--- src/rtl/conv33_window_gen_pkg.sv ---
// Types and FSM encoding shared by the 3x3 window generator and the conv33 control path.
package conv33_window_gen_pkg;

    localparam int PIX_W    = 8;
    localparam int WIN_DIM  = 3;
    localparam int WIN_TAPS = WIN_DIM * WIN_DIM;

    typedef logic [PIX_W-1:0] pixel_t;

    typedef enum logic [1:0] {
        ST_IDLE  = 2'd0,
        ST_RUN   = 2'd1,
        ST_DRAIN = 2'd2,
        ST_DONE  = 2'd3
    } state_e;

    // Flat index of window tap (r, c); r=0 is the oldest row, c=0 the oldest column.
    function automatic int win_idx(input int r, input int c);
        return r * WIN_DIM + c;
    endfunction

endpackage

--- src/rtl/conv33_line_buffer.sv ---
// One image line of storage: single address, combinational read of the old word,
// write of the new word at the clock edge (read-before-write).
module conv33_line_buffer #(
    parameter  int DEPTH      = 28,
    parameter  int DATA_WIDTH = 8,
    localparam int AW         = $clog2(DEPTH)
) (
    input  logic                  clk,
    input  logic [AW-1:0]         addr,
    input  logic                  we,
    input  logic [DATA_WIDTH-1:0] wr_data,
    output logic [DATA_WIDTH-1:0] rd_data
);

    // Not reset: every word is rewritten before it can reach an emitted window.
    logic [DATA_WIDTH-1:0] mem_q [DEPTH];

    assign rd_data = mem_q[addr];

    always_ff @(posedge clk) begin
        if (we) begin
            mem_q[addr] <= wr_data;
        end
    end

endmodule

--- src/rtl/conv33_window_gen.sv ---
// Raster-scan 3x3 sliding-window generator: two line buffers plus a 3x3 shift window,
// emitting every unpadded window of one frame in row-major order.
module conv33_window_gen
    import conv33_window_gen_pkg::*;
#(
    parameter int DATA_WIDTH = 8,
    parameter int IMG_W      = 28,
    parameter int IMG_H      = 28
) (
    input  logic                  clk,
    input  logic                  rst,
    input  logic                  start,
    output logic                  done,
    input  logic                  pix_valid,
    output logic                  pix_ready,
    input  logic [DATA_WIDTH-1:0] pix_in,
    output logic                  valid_out,
    input  logic                  ready_in,
    output logic [DATA_WIDTH-1:0] out_0_0,
    output logic [DATA_WIDTH-1:0] out_0_1,
    output logic [DATA_WIDTH-1:0] out_0_2,
    output logic [DATA_WIDTH-1:0] out_1_0,
    output logic [DATA_WIDTH-1:0] out_1_1,
    output logic [DATA_WIDTH-1:0] out_1_2,
    output logic [DATA_WIDTH-1:0] out_2_0,
    output logic [DATA_WIDTH-1:0] out_2_1,
    output logic [DATA_WIDTH-1:0] out_2_2,
    output state_e                dbg_state
);

    // Handshakes: a pixel moves when pix_valid & pix_ready, a window moves when
    // valid_out & ready_in; valid_out and the window hold until their handshake.

    localparam int CW = $clog2(IMG_W);
    localparam int RW = $clog2(IMG_H);

    state_e                state_q, state_d;
    logic [CW-1:0]         col_q, col_d;
    logic [RW-1:0]         row_q, row_d;
    logic                  valid_q, valid_d;
    logic [DATA_WIDTH-1:0] win_q [WIN_TAPS];
    logic [DATA_WIDTH-1:0] win_d [WIN_TAPS];

    logic                  accept;
    logic                  col_last;
    logic                  row_last;
    logic                  emit;
    logic                  last_pix;
    logic [DATA_WIDTH-1:0] tap_top;
    logic [DATA_WIDTH-1:0] tap_mid;

    assign accept   = pix_valid & pix_ready;
    assign col_last = (col_q == CW'(IMG_W - 1));
    assign row_last = (row_q == RW'(IMG_H - 1));
    assign emit     = accept & (row_q >= RW'(2)) & (col_q >= CW'(2));
    assign last_pix = accept & row_last & col_last;

    // lb0 holds the previous line, lb1 the line before it.
    conv33_line_buffer #(.DEPTH(IMG_W), .DATA_WIDTH(DATA_WIDTH)) u_lb0 (
        .clk     (clk),
        .addr    (col_q),
        .we      (accept),
        .wr_data (pix_in),
        .rd_data (tap_mid)
    );

    conv33_line_buffer #(.DEPTH(IMG_W), .DATA_WIDTH(DATA_WIDTH)) u_lb1 (
        .clk     (clk),
        .addr    (col_q),
        .we      (accept),
        .wr_data (tap_mid),
        .rd_data (tap_top)
    );

    always_ff @(posedge clk or posedge rst) begin
        if (rst) begin
            state_q <= ST_IDLE;
        end else begin
            state_q <= state_d;
        end
    end

    always_comb begin
        state_d = state_q;
        case (state_q)
            ST_IDLE:  if (start) state_d = ST_RUN;
            ST_RUN:   if (last_pix) state_d = ST_DRAIN;
            ST_DRAIN: if (~valid_q | ready_in) state_d = ST_DONE;
            ST_DONE:  state_d = ST_IDLE;
            default:  state_d = ST_IDLE;
        endcase
    end

    always_comb begin
        pix_ready = (state_q == ST_RUN) & (~valid_q | ready_in);
        done      = (state_q == ST_DONE);
        dbg_state = state_q;
    end

    always_comb begin
        row_d   = row_q;
        col_d   = col_q;
        valid_d = valid_q;
        win_d   = win_q;

        if ((state_q == ST_IDLE) && start) begin
            row_d = '0;
            col_d = '0;
        end

        if (accept) begin
            for (int r = 0; r < WIN_DIM; r++) begin
                win_d[win_idx(r, 0)] = win_q[win_idx(r, 1)];
                win_d[win_idx(r, 1)] = win_q[win_idx(r, 2)];
            end
            win_d[win_idx(0, 2)] = tap_top;
            win_d[win_idx(1, 2)] = tap_mid;
            win_d[win_idx(2, 2)] = pix_in;

            if (col_last) begin
                col_d = '0;
                row_d = row_q + RW'(1);
            end else begin
                col_d = col_q + CW'(1);
            end
        end

        // A new window replacing a consumed one keeps valid high without a bubble.
        if (emit) begin
            valid_d = 1'b1;
        end else if (ready_in) begin
            valid_d = 1'b0;
        end
    end

    always_ff @(posedge clk or posedge rst) begin
        if (rst) begin
            row_q   <= '0;
            col_q   <= '0;
            valid_q <= 1'b0;
            for (int i = 0; i < WIN_TAPS; i++) begin
                win_q[i] <= '0;
            end
        end else begin
            row_q   <= row_d;
            col_q   <= col_d;
            valid_q <= valid_d;
            for (int i = 0; i < WIN_TAPS; i++) begin
                win_q[i] <= win_d[i];
            end
        end
    end

    assign valid_out = valid_q;
    assign out_0_0   = win_q[0];
    assign out_0_1   = win_q[1];
    assign out_0_2   = win_q[2];
    assign out_1_0   = win_q[3];
    assign out_1_1   = win_q[4];
    assign out_1_2   = win_q[5];
    assign out_2_0   = win_q[6];
    assign out_2_1   = win_q[7];
    assign out_2_2   = win_q[8];

endmodule

--- config.mk ---
export PLATFORM = sky130hd
export DESIGN_NAME = conv33_window_gen
export DESIGN_NICKNAME = d
export VERILOG_FILES = /design/src/rtl/conv33_window_gen_pkg.sv /design/src/rtl/conv33_line_buffer.sv /design/src/rtl/conv33_window_gen.sv
export SDC_FILE = /design/constraint.sdc
export NUM_CORES = 1
export LEC_CHECK = 0
export BUFFER_PORTS_ARGS = -buffer_cell sky130_fd_sc_hd__buf_2
export CAP_MARGIN = 20
export CELL_PAD_IN_SITES_DETAIL_PLACEMENT = 2
export CELL_PAD_IN_SITES_GLOBAL_PLACEMENT = 2
export CORE_MARGIN = 1
export CORE_UTILIZATION = 25
export DETAILED_ROUTE_END_ITERATION = 16
export GPL_ROUTABILITY_DRIVEN = 0
export PLACE_DENSITY_LB_ADDON = 0.15
export SYNTH_ARGS = -nofsm -noshare
export SYNTH_HDL_FRONTEND = slang
export SYNTH_SLANG_ARGS = --single-unit
export TNS_END_PERCENT = 50
--- constraint.sdc ---
create_clock -name clk -period 2.6 [get_ports clk]
set_input_delay 0.52 -clock clk [delete_from_list [all_inputs] [get_ports clk]]
set_output_delay 0.52 -clock clk [all_outputs]
set_load 0.02 [all_outputs]
==> results.cfg <==
[status]
outcome = finished, final reports clean

[run]
maxCapViolCount = 0

[clock_tree]
clk_path_buf_depth = 3
numCtsBuffers = 66
cts_tree = built
clk_latency_ps = 580
post_cts_buffers = 0
clockRootBuffer = clkbuf_16
clkSinkCount = 533
clk_transition_reported_paths_ps = 60
htreeDepth = 3

[finish]
nNetsFinal = 1495
finalNonFillerCells = 2593
most-common-layout-cells = edfxtp_1 (448), nand2_1 (197), buf_4 (108)
syn2layout_area_growth_pct = 24.7
final_common_cell = edfxtp_1
drive_above_1_share = 0.279
post-route-util = 0.316

[setup_path]
regToRegEndpoint = u_lb1.mem_q[2][6]
crit_chain = buf_4, or4b_2, o22ai_1, a211o_1, nor2_2, buf_4, nand2_1, buf_12
reg2reg_from = col_q[0]
critPathCapture = u_lb1.mem_q[2][6]
cp.required_ps = 3020
crit_family = simple AND/OR/NAND/NOR gates
setup.worst_path.start = col_q[0]
r2r_cells = 8
crit_slowest_cell = or4b_2
crit_type = reg2reg
worstPathArrival_ps = 2930
worst-path-stages = 8
start_kind = flip-flop
r2r_slack_ps = 90
slowest_delay_ps = 820
end_kind = flip-flop
cp_num_buf_inv = 3
crit_path_frequent_cell = buf_4
worstPathMaxFanout = 28

[sta]
finalSetupViolCount = 0
setup_ws_ps = 89.7
fin_skew_ps = 12.8
period_share = 0.965
slew_headroom = 0.415
max_freq_ghz = 0.398
period_minus_slack_ps = 2510
grt_setup_unrepaired = yes
fin_hold_ws_ps = 370
finalHoldViolCount = 0
final_max_slew_viol_count = 0
tightest_slew_ps = 877

[synthesis]
ys_seq_area_frac = 0.748
ys_types = 56
async_reset_ff_frac = 0.159
synth_seq_cells = 533
yosys_warnings = 0
synth_cells = 1228
syn_nets = 1251
syn_area_um2 = 20800
avgSynthCellArea_um2 = 17.0
yosys_most_used_dff = edfxtp_1
synth-edff-count = 448

[routing]
wl_um = 68100
drtPass1Iterations = 4
vias = 11900
avgRoutedWirePerCell_um = 26.3
drt_iter0_markers = 620
postRouteAntennaNets = 0
via_per_inst = 4.61
drc = 0

[floorplan]
coreArea_um2 = 82200
start_util = 0.253
io_pins = 90
dieArea_um2 = 84500
die_w_um = 291
die_h_um = 291
row_count = 105

[placed_design]
dp.cells = 2473
hpwl_um = 46100
post-place-ws_ps = -48.7
io_buffers = 89

[min_path]
hold_path.class = in2reg

[grt]
grt_max_degree = 43
grt_use_total = 0.164
grt_pass1_vias = 13100
grt_overflow = 0
antenna_found_initial = 2
grt_first_pass_wirelength_um = 98800

[power_and_ir_drop]
total_power_w = 0.0278
ir_drop_mv = 0.489
p_per_area_nw_per_um2 = 1070
p_leak_nw = 9.17
==> worst register-to-register path: cells and delay by family (launching register included) <==
| kind | cells | cell delay, ps |
|---|---|---|
| buffers and inverters | 3 | 490 |
| flip-flops | 1 | 500 |
| AO/OA/AOI/OAI | 2 | 340 |
| AND/OR/NAND/NOR | 3 | 1000 |
==> cells by family after synthesis <==
logic type,count (synthesis),synth area share
fa+ha+maj,10,0.00601
compound gates,117,0.0390
simple gates,318,0.0667
mux,179,0.122
xor+xnor,1,0.000421
flops,533,0.748
buf+inv,70,0.0178
==> flip-flops by register name, summed over array words and instances, names as in the netlist <==
name	cells
col_q	5
dbg_state	2
out_0_0	8
out_0_1	8
out_0_2	8
out_1_0	8
out_1_1	8
out_1_2	8
out_2_0	8
out_2_1	8
out_2_2	8
row_q	5
u_lb0.mem_q	224
u_lb1.mem_q	224
valid_out	1
==> final cells by class <==
type / instances / area [um2]
Fill cell: 8404 / 56300
Sequential cell: 533 / 15600
Multi-Input combinational cell: 625 / 4970
Timing Repair Buffer: 236 / 2030
Clock buffer: 86 / 1810
Tap cell: 1070 / 1340
Clock inverter: 31 / 203
Inverter: 10 / 40.0
Antenna cell: 2 / 5.00
==> power breakdown <==
group          switching [W]  internal [W]
sequential          0.000551        0.0107
combinational        0.00485       0.00311
clock                0.00353       0.00509
total                0.00893        0.0189
==> worst min-delay path by stage <==
stage / startpoint / end / slack (ps) / cells after the start
2_1_floorplan: row_q[3] / row_q[3] / 490 / 1
6_report: start / row_q[1] / 370 / 4
4_1_cts: start / row_q[1] / 340 / 4
5_1_grt: pix_in[2] / u_lb0.mem_q[5][2] / 370 / 1
3_3_place_gp: out_1_0[5] / out_1_0[5] / 450 / 2
3_5_place_dp: out_1_0[7] / out_1_0[7] / 460 / 2
==> through the flow <==
step / cell area (um2) / setup TNS [ps]
after floorplan: 20800 / -74050
after global placement: 23900 / -1420
after detailed placement: 23900 / -1660
after CTS: 25900 / -5.68
after global routing: 26000 / -10.0
final: 26000 / 0
==> synthesized netlist by cell type (5+ instances only) <==
cell / number / share of area
a211oi_1: 5 / 0.0018
a21oi_1: 7 / 0.0017
a22oi_1: 16 / 0.0058
a31oi_1: 11 / 0.0033
and2_1: 7 / 0.0021
buf_2: 13 / 0.0031
buf_4: 16 / 0.0058
clkbuf_1: 25 / 0.0045
dfrtp_1: 85 / 0.10
edfxtp_1: 448 / 0.65
ha_1: 10 / 0.0060
inv_1: 10 / 0.0018
mux2_2: 13 / 0.0070
mux2i_1: 108 / 0.052
mux4_2: 55 / 0.059
nand2_1: 200 / 0.036
nand2b_1: 5 / 0.0015
nand3_1: 17 / 0.0041
nor2_1: 50 / 0.0090
nor2b_1: 8 / 0.0024
nor4_1: 5 / 0.0015
o21ai_0: 15 / 0.0036
o22ai_1: 33 / 0.0099
==> timing repair <==
action / in CTS / in global routing
hold buffers: 1 / 0
gates resized for setup: 5 / 10
setup endpoints to repair: 89 / 151
hold endpoints to repair: 31 / 0
==> routing by layer <==
metal | GRT usage | share of wire | vias up
met4 | 0.0483 | 0.025 | 0
met2 | 0.266 | 0.47 | 222
met1 | 0.226 | 0.47 | 6369
met5 | 0 | 0 | -
met3 | 0.0239 | 0.030 | 95
li1 | - | - | 5257
(Power assumes the default switching activity.)
